## src/rtl/timer_pkg.sv

```systemverilog
// Shared types and constants for the system-timer alarm scheduler.
package timer_pkg;

    localparam int unsigned TIM_W = 64;

    typedef logic [TIM_W-1:0] tim_val_t;

    localparam logic TIM_MODE_ONESHOT  = 1'b0;
    localparam logic TIM_MODE_PERIODIC = 1'b1;

    typedef enum logic {
        ST_IDLE    = 1'b0,
        ST_PRESENT = 1'b1
    } arb_state_e;

endpackage

```

## src/rtl/timer_rr_arb.sv

```systemverilog
// Combinational round-robin pick: first pending channel after last_grant, wrapping.
module timer_rr_arb
    import timer_pkg::*;
#(
    parameter  int unsigned NUM_CH = 4,
    localparam int unsigned CH_W   = $clog2(NUM_CH)
) (
    input  logic [NUM_CH-1:0] pend,
    input  logic [CH_W-1:0]   last_grant,
    output logic [CH_W-1:0]   grant_c,
    output logic              any_c
);

    logic [CH_W-1:0] idx;

    // Scan offsets 1..NUM_CH from last_grant; the lowest offset that is pending wins.
    always_comb begin
        grant_c = '0;
        any_c   = 1'b0;
        idx     = '0;
        for (int unsigned off = 1; off <= NUM_CH; off++) begin
            idx = CH_W'((32'(last_grant) + off) % NUM_CH);
            if (!any_c && pend[idx]) begin
                grant_c = idx;
                any_c   = 1'b1;
            end
        end
    end

endmodule

```

## src/rtl/timer_alarm_sched.sv

```systemverilog
// Multi-channel compare/alarm scheduler presenting one pending channel at a time.
module timer_alarm_sched
    import timer_pkg::*;
#(
    parameter  int unsigned NUM_CH = 4,
    localparam int unsigned CH_W   = $clog2(NUM_CH)
) (
    input  logic              sys_clk,
    input  logic              sys_rst_n,
    input  logic [TIM_W-1:0]  cnt_val,
    input  logic              cfg_we,
    input  logic [CH_W-1:0]   cfg_ch,
    input  logic [TIM_W-1:0]  cfg_cmp,
    input  logic [TIM_W-1:0]  cfg_period,
    input  logic              cfg_mode,
    input  logic              cfg_en,
    output logic              irq_valid,
    output logic [CH_W-1:0]   irq_ch,
    input  logic              irq_ack,
    output logic              tim_int,
    output logic [NUM_CH-1:0] armed,
    output logic [NUM_CH-1:0] pending,
    output logic [NUM_CH-1:0] ovr
);

    arb_state_e        state_q, state_d;
    logic              irq_valid_q, irq_valid_d;
    logic [CH_W-1:0]   irq_ch_q, irq_ch_d;
    logic [CH_W-1:0]   last_grant_q, last_grant_d;
    // Presented channel has not been reconfigured since it was granted.
    logic              live_q, live_d;

    logic [NUM_CH-1:0] armed_q, armed_d;
    logic [NUM_CH-1:0] pending_q, pending_d;
    logic [NUM_CH-1:0] ovr_q, ovr_d;
    logic [NUM_CH-1:0] mode_q, mode_d;
    tim_val_t          cmp_q    [NUM_CH];
    tim_val_t          cmp_d    [NUM_CH];
    tim_val_t          period_q [NUM_CH];
    tim_val_t          period_d [NUM_CH];

    logic [NUM_CH-1:0] match_c;
    logic [NUM_CH-1:0] cfg_hit_c;
    logic [NUM_CH-1:0] ack_clr_c;
    logic              ack_c;
    logic [CH_W-1:0]   arb_grant_c;
    logic              arb_any_c;

    assign ack_c = (state_q == ST_PRESENT) && irq_ack;

    timer_rr_arb #(.NUM_CH(NUM_CH)) u_arb (
        .pend       (pending_q),
        .last_grant (last_grant_q),
        .grant_c    (arb_grant_c),
        .any_c      (arb_any_c)
    );

    // Per-channel config, match, reload and pending/overrun bookkeeping.
    always_comb begin
        armed_d   = armed_q;
        pending_d = pending_q;
        ovr_d     = ovr_q;
        mode_d    = mode_q;
        cmp_d     = cmp_q;
        period_d  = period_q;
        match_c   = '0;
        cfg_hit_c = '0;
        ack_clr_c = '0;
        for (int unsigned i = 0; i < NUM_CH; i++) begin
            cfg_hit_c[i] = cfg_we && (cfg_ch == CH_W'(i));
            match_c[i]   = armed_q[i] && (cnt_val == cmp_q[i]);
            ack_clr_c[i] = ack_c && live_q && (irq_ch_q == CH_W'(i));
            if (cfg_hit_c[i]) begin
                // A write discards any match on the same edge.
                cmp_d[i]     = cfg_cmp;
                period_d[i]  = cfg_period;
                mode_d[i]    = cfg_mode;
                armed_d[i]   = cfg_en;
                pending_d[i] = 1'b0;
                ovr_d[i]     = 1'b0;
            end else begin
                if (ack_clr_c[i]) begin
                    pending_d[i] = 1'b0;
                end
                if (match_c[i]) begin
                    // A match beats a simultaneous ack and is not an overrun.
                    pending_d[i] = 1'b1;
                    if (pending_q[i] && !ack_clr_c[i]) begin
                        ovr_d[i] = 1'b1;
                    end
                    if ((mode_q[i] == TIM_MODE_PERIODIC) && (period_q[i] != '0)) begin
                        cmp_d[i] = cmp_q[i] + period_q[i];
                    end else begin
                        armed_d[i] = 1'b0;
                    end
                end
            end
        end
    end

    // Arbiter FSM next-state and presented-interrupt outputs.
    always_comb begin
        state_d      = state_q;
        irq_valid_d  = irq_valid_q;
        irq_ch_d     = irq_ch_q;
        last_grant_d = last_grant_q;
        live_d       = live_q;
        case (state_q)
            ST_IDLE: begin
                if (arb_any_c) begin
                    irq_ch_d    = arb_grant_c;
                    irq_valid_d = 1'b1;
                    live_d      = !(cfg_we && (cfg_ch == arb_grant_c));
                    state_d     = ST_PRESENT;
                end
            end
            ST_PRESENT: begin
                if (cfg_we && (cfg_ch == irq_ch_q)) begin
                    live_d = 1'b0;
                end
                if (irq_ack) begin
                    irq_valid_d  = 1'b0;
                    last_grant_d = irq_ch_q;
                    live_d       = 1'b0;
                    state_d      = ST_IDLE;
                end
            end
            default: begin
                state_d = ST_IDLE;
            end
        endcase
    end

    // State registers; last_grant resets to the top channel so channel 0 wins first.
    always_ff @(posedge sys_clk or negedge sys_rst_n) begin
        if (!sys_rst_n) begin
            state_q      <= ST_IDLE;
            irq_valid_q  <= 1'b0;
            irq_ch_q     <= '0;
            last_grant_q <= CH_W'(NUM_CH - 1);
            live_q       <= 1'b0;
            armed_q      <= '0;
            pending_q    <= '0;
            ovr_q        <= '0;
            mode_q       <= '0;
            for (int unsigned i = 0; i < NUM_CH; i++) begin
                cmp_q[i]    <= '0;
                period_q[i] <= '0;
            end
        end else begin
            state_q      <= state_d;
            irq_valid_q  <= irq_valid_d;
            irq_ch_q     <= irq_ch_d;
            last_grant_q <= last_grant_d;
            live_q       <= live_d;
            armed_q      <= armed_d;
            pending_q    <= pending_d;
            ovr_q        <= ovr_d;
            mode_q       <= mode_d;
            cmp_q        <= cmp_d;
            period_q     <= period_d;
        end
    end

    assign irq_valid = irq_valid_q;
    assign irq_ch    = irq_ch_q;
    assign tim_int   = irq_valid_q;
    assign armed     = armed_q;
    assign pending   = pending_q;
    assign ovr       = ovr_q;

endmodule

```

## config.mk

```make
export PLATFORM = sky130hd
export DESIGN_NAME = timer_alarm_sched
export DESIGN_NICKNAME = d
export VERILOG_FILES = /design/src/rtl/timer_pkg.sv /design/src/rtl/timer_rr_arb.sv /design/src/rtl/timer_alarm_sched.sv
export SDC_FILE = /design/constraint.sdc
export NUM_CORES = 2
export LEC_CHECK = 0
export BUFFER_PORTS_ARGS = -buffer_cell sky130_fd_sc_hd__buf_4
export CORE_MARGIN = 2
export CORE_UTILIZATION = 40
export CTS_BUF_LIST = sky130_fd_sc_hd__clkbuf_4 sky130_fd_sc_hd__clkbuf_8
export DETAILED_ROUTE_END_ITERATION = 10
export PLACE_DENSITY = 0.55
export SYNTH_ARGS = -nofsm -noshare
export SYNTH_HDL_FRONTEND = slang
export SYNTH_SLANG_ARGS = --single-unit
```

## constraint.sdc

```tcl
create_clock -name sys_clk -period 4.5 [get_ports sys_clk]
set_input_delay 0 -clock sys_clk [delete_from_list [all_inputs] [get_ports sys_clk]]
set_output_delay 0 -clock sys_clk [all_outputs]
set_load 0.01 [all_outputs]
```

After elaboration in Yosys (flattened, before gate mapping). Cells that the tools add are included.

Add/sub/neg operators: 8. Reductions and logical operators: 73. Bitwise operators: 1. Magnitude comparators: 4. Eq/ne operators: 19. Multiplexer cells: 74.

Operator list (count): 64-bit 2-to-1 mux (12); 64-bit adder (4); 64-bit == test (4); 64-bit nonzero test (4); 1-bit 2-to-1 mux (51); 2-bit AND reduction (16); 1-bit logical AND (27); 2-bit nonzero test (12); 2-bit by 3-bit < comparator with 1-bit output (second input constant) (4); 2-bit inequality test (second input constant) (6); 3-bit nonzero test (4); 1-bit binary-select mux with 2-bit select (4); 2-bit == test (second input constant) (4); 1-bit zero test (8); 2-bit 2-to-1 mux (4); 1-bit one-hot mux with 2 select lines (3); 2-bit by 1-bit adder with 2-bit output (second input constant) (2); 2-bit adder (second input constant) (2); 2-bit by 1-bit == test with 1-bit output (second input constant) (2); 2-bit == test (2); 2-bit zero test (2); 3-bit by 2-bit inequality test with 1-bit output (second input constant) (1); 1-bit inverter (1).

Register bits: 535. Logic and storage cells: 208. Output and inout bits: 16. Bits of input ports: 200.

Depth between registers and ports, before layout.
Depth in word-level cells: 18. Mapped depth: 13.

Hierarchy. Synthesis repeated with hierarchy kept, for this count alone.

Cells, all modules: 5004. Area total of the unflattened synthesis: 40271.1 µm².

Modules (own cells, without submodules): timer_alarm_sched (cells each 4990, sequential area each 13390.3 µm², instances 1, area an instance 40179.8 µm²); timer_rr_arb (cells each 14, sequential area each 0.0 µm², instances 1, area an instance 91.3 µm²).

Least setup slack after synthesis. No wires, ideal clock.

Kind: register to register. From: register cmp_q[192] (netlist name). To: register cmp_q[248] (netlist name). Data arrival time: 2.984 ns. Data required time: 4.418 ns. Path slack: 1.435 ns. Stages on the path, launching flop included: 14. Path buffers: 0. Path through: dfrtp_1 -> ha_1 -> fa_1 -> a211oi_1 -> o21ai_0 -> a21oi_2 -> o211a_1 -> o31ai_4 -> a21oi_1 -> o211ai_2 -> a21boi_2 -> nor3_2 -> mux2_1 -> a31oi_1.

Cells in the longest elaborated chain, start to end: 4. Elaborated cells between the ends (all ways): 8. Those cells by class: 1 x add/sub; 1 x eq/ne; 3 x mux; 3 x reduce/logical.

RTL lines: start: declaration (line timer_alarm_sched.sv:37) `tim_val_t cmp_q [NUM_CH];`; start signal: assignment (line timer_alarm_sched.sv:160) `cmp_q <= cmp_d;`; 64-bit adder / 64-bit == test (equally long branches) (line timer_alarm_sched.sv:92, timer_alarm_sched.sv:71); 64-bit 2-to-1 mux / 1-bit logical AND (equally long branches) (line timer_alarm_sched.sv:91, timer_alarm_sched.sv:71); 64-bit 2-to-1 mux / 2-bit nonzero test (equally long branches); 64-bit 2-to-1 mux / 2-bit AND reduction (equally long branches).

Parallel ways exist; a longest one is shown, timed or not. The select of a mux whose other input is x is not followed. A chain may end at the register's enable or synchronous reset.

Worst setup path after layout.
From: register cmp_q[179] (netlist name). To: register armed_q[1] (netlist: armed[1]).

Cells in the longest elaborated chain, start to end: 4.

RTL lines: 64-bit == test (line timer_alarm_sched.sv:71) `match_c[i] = armed_q[i] && (cnt_val == cmp_q[i]);`; 1-bit logical AND (line timer_alarm_sched.sv:71); 2-bit nonzero test (no line); 2-bit AND reduction (no line); end signal: assignment (line timer_alarm_sched.sv:156) `armed_q <= armed_d;`; end: declaration (line timer_alarm_sched.sv:33) `logic [NUM_CH-1:0] armed_q, armed_d;`.

Every way passes these cells.

==> results.json <==
{
  "status": "finished, final reports clean",
  "syn_area_mm2": 0.0408,
  "seq_area_frac_synth": 0.328,
  "synth-simple-area-share": 0.213,
  "grt-ovfl-total": 0,
  "start_util": 0.402,
  "final-seq-area_mm2": 0.0134,
  "period_minus_slack_ns": 3.85,
  "area_delta_synth_final_pct": 17.5,
  "clockBufferDepth": 3,
  "wl_mm": 197,
  "coreArea_mm2": 0.101,
  "finalHoldViolations": 0,
  "drv_cap": 0,
  "synth_seq_cells": 535,
  "instances_no_fill": 6851,
  "placed_area_mm2": 0.0436,
  "place_inst": 6487,
  "grt_max_degree": 161,
  "synth_compound_area_frac": 0.197,
  "via_per_inst": 5.97,
  "relSlewSlack": 0.226,
  "cts_setup_buffers": 0,
  "dieArea_mm2": 0.104,
  "fmax_ghz": 0.260,
  "cts.sinks": 535,
  "dr.pass1.iters": 5,
  "synthAdderAreaFrac": 0.0793,
  "antenna_found_initial": 4,
  "synth_cell_types": 104,
  "tightest_slew_ns": 1.15,
  "setup_tns_ns": 0,
  "yosysTopAreaCellShare": 0.327,
  "synthArstFlopShare": 1.00,
  "synth-xor-area-share": 0.0932,
  "required_ns": 5.17,
  "synth_mux_area_frac": 0.0488,
  "worstPathMaxFanout": 3,
  "setup-violations-final": 0,
  "p_leak_uw": 0.0215,
  "htreeDepth": 3,
  "hold_class": "in2reg",
  "portBuffers": 215,
  "synth_top_family_by_area": "simple AND/OR/NAND/NOR gates",
  "slowest_stage": "nor3_1",
  "cts_tree": "yes",
  "syn_inst": 5116,
  "syn_nets": 5572,
  "syn_avg_cell_area_um2": 7.97,
  "synth_area_leaders": "dfrtp_1 (33%), nand2_1 (11%), ha_1 (7.7%), xor2_1 (5.3%), a21oi_1 (5.0%)",
  "via_count": 40884,
  "crit_type": "reg2reg",
  "period_share": 0.856,
  "cts_buffers": 105,
  "fin_skew_ns": 0.0439,
  "power_density_mw_per_mm2": 460,
  "peakVddDrop_mv": 0.224,
  "post_drt_wl_per_cell_um": 28.7,
  "grt_pass1_wl_mm": 277,
  "grt_pass1_vias": 38255,
  "worstPathArrival_ns": 4.52,
  "layout.nets": 5848,
  "synth_edf_count": 0,
  "drv_slew": 0,
  "rsz0062_at_grt": "false",
  "cpPeakStageDelay_ns": 0.78,
  "fp.dieW_um": 323,
  "drive_gt1_frac": 0.100,
  "rows": 117,
  "die_y_um": 323,
  "cp-start-kind": "flop",
  "path_buf_inv": 1,
  "io_pins": 216,
  "critical_path.endpoint_type": "flop",
  "antenna_left": 0,
  "fill_cells": 10158,
  "wl_met3_mm": 21.5,
  "path_clk_slew_ns": 0.07,
  "ys_warn_count": 0,
  "worstPathCellList": "xor2_1 > nor4_1 > nand4_1 > nor4_1 > nand4_1 > nor3_1 > nand2_1 > nand3_1 > nand2_1 > dlygate4sd3_1",
  "multi_input_area_mm2": 0.0259,
  "dp_hpwl_mm": 156,
  "groute.usage.overall": 0.371,
  "post-synth-top-area-cell": "dfrtp_1",
  "insertion_delay_ns": 0.80,
  "met1_length_mm": 86.5,
  "wl_met2_mm": 78.9,
  "drt_iter0_markers": 5046,
  "fin_area_mm2": 0.0479,
  "gp_congestion": 1.08,
  "drc_errors": 0,
  "topRoutingLayerUsed": "met5",
  "crit_family": "simple AND/OR/NAND/NOR gates",
  "synth_flop_cell": "dfrtp_1",
  "cts_resized": 0,
  "cts_root_buf": "clkbuf_8"
}
## report_power, final
part	switching, uW	total, uW	internal, uW
Clock	2520	6120	3600
Sequential	1060	6650	5580
Combinational	5780	9260	3480
## what timing repair did
action	4_1_cts	5_1_grt
hold buffers	166	0
hold endpoints to repair	1066	0
endpoints found under the setup margin	0	0
## synth_stat cells (all sizes together) (11+ instances only)
library cell / number
a211oi: 31
nor2b: 32
nand2: 1241
nor4: 125
o21a: 32
o221ai: 14
and2: 14
xor2: 249
a21o: 110
dfrtp: 533
a41oi: 11
ha: 252
clkbuf: 190
nor3: 56
nor2: 257
nand3: 60
o21bai: 59
a311oi: 15
nand2b: 18
xnor2: 185
mux2i: 191
or3: 16
o211ai: 26
inv: 132
o31ai: 18
a221oi: 23
a21oi: 413
a31oi: 41
nand4: 121
a21boi: 11
buf: 77
and3: 18
o22ai: 16
o21ai: 404
## layout by cell type (no fill, tap or decap), types with 16 or more instances in the layout
master,count
a31oi_1,40
clkbuf_8,130
o21ai_1,16
mux2i_1,191
inv_1,131
nand3_1,59
nand2_1,1240
or3_1,16
nor2_1,252
xor2_1,249
and3_1,17
nor3_1,52
a221oi_1,18
o211ai_1,24
nor4_1,120
o21a_1,32
nand2b_1,18
nand4_1,119
a21oi_1,410
clkbuf_4,21
ha_1,252
buf_4,256
a211oi_1,27
o21bai_1,58
xnor2_1,185
o21ai_0,386
nor2b_1,32
dlygate4sd3_1,165
clkinv_2,23
dfrtp_1,533
a21o_1,110
## final timing paths
kind / depth (start not counted) / slack [ns] / endpoint / from
min in group asynchronous: 4 / 0.45 / period_q[55]$_DFFE_PN0P_ / sys_rst_n
setup / recovery: 10 / 0.65 / armed[1]$_DFFE_PN0P_ / cmp_q[179]$_DFFE_PN0P_
hold reg to reg: 2 / 0.51 / ovr[3]$_DFFE_PN0P_ / ovr[3]$_DFFE_PN0P_
setup reg to reg: 10 / 0.65 / armed[1]$_DFFE_PN0P_ / cmp_q[179]$_DFFE_PN0P_
max in group asynchronous: 4 / 3.28 / cmp_q[93]$_DFFE_PN0P_ / sys_rst_n
hold / removal: 4 / 0.07 / period_q[27]$_DFFE_PN0P_ / cfg_period[27]
## cells by family after synthesis
group,after synthesis
buffers and inverters,399
DFF,535
muxes,198
AOI/OAI and AO/OA,1300
and+or+nand+nor,1994
xor gates and xnor gates,434
adders and majority gates,256
## sequential cells by signal (all words and copies together) (netlist names)
name and cells:
cmp_q 256, period_q 256, armed 4, mode_q 4, ovr 4, pending 4
irq_ch 2, last_grant_q 2, irq_valid 1, live_q 1, state_q 1
## metal layers
layer,track usage,vias to the layer above
li1,-,18604
met1,0.538,19822
met2,0.514,2113
met3,0.0873,343
met4,0.172,2
met5,0,-
## stage by stage
step                      setup WS, ns  utilization  total power (uW)  hold WS [ns]
after global routing             0.437        0.472             23100        0.0536
after detailed placement         0.725        0.430             15500        0.0387
final                            0.650        0.472             22000        0.0684
after CTS                        0.699        0.472             21800      0.000142
after global placement           0.733        0.430             15600        0.0387
after floorplan                   1.43            -             12400        -0.296
## worst min-delay path, stage by stage
cell and delay (ns):
dlygate4sd3_1 0.52, buf_4 0.18, nand2_1 0.07, nand2_1 0.05
## final cells by class
class	count	share of cell area
Multi-Input combinational cell	4182	0.540
Sequential cell	535	0.280
Timing Repair Buffer	436	0.0810
Clock buffer	151	0.0407
Tap cell	1368	0.0357
Clock inverter	46	0.0127
Inverter	132	0.0103
Antenna cell	1	0.0000523
Power figures use the tool's default switching activity.
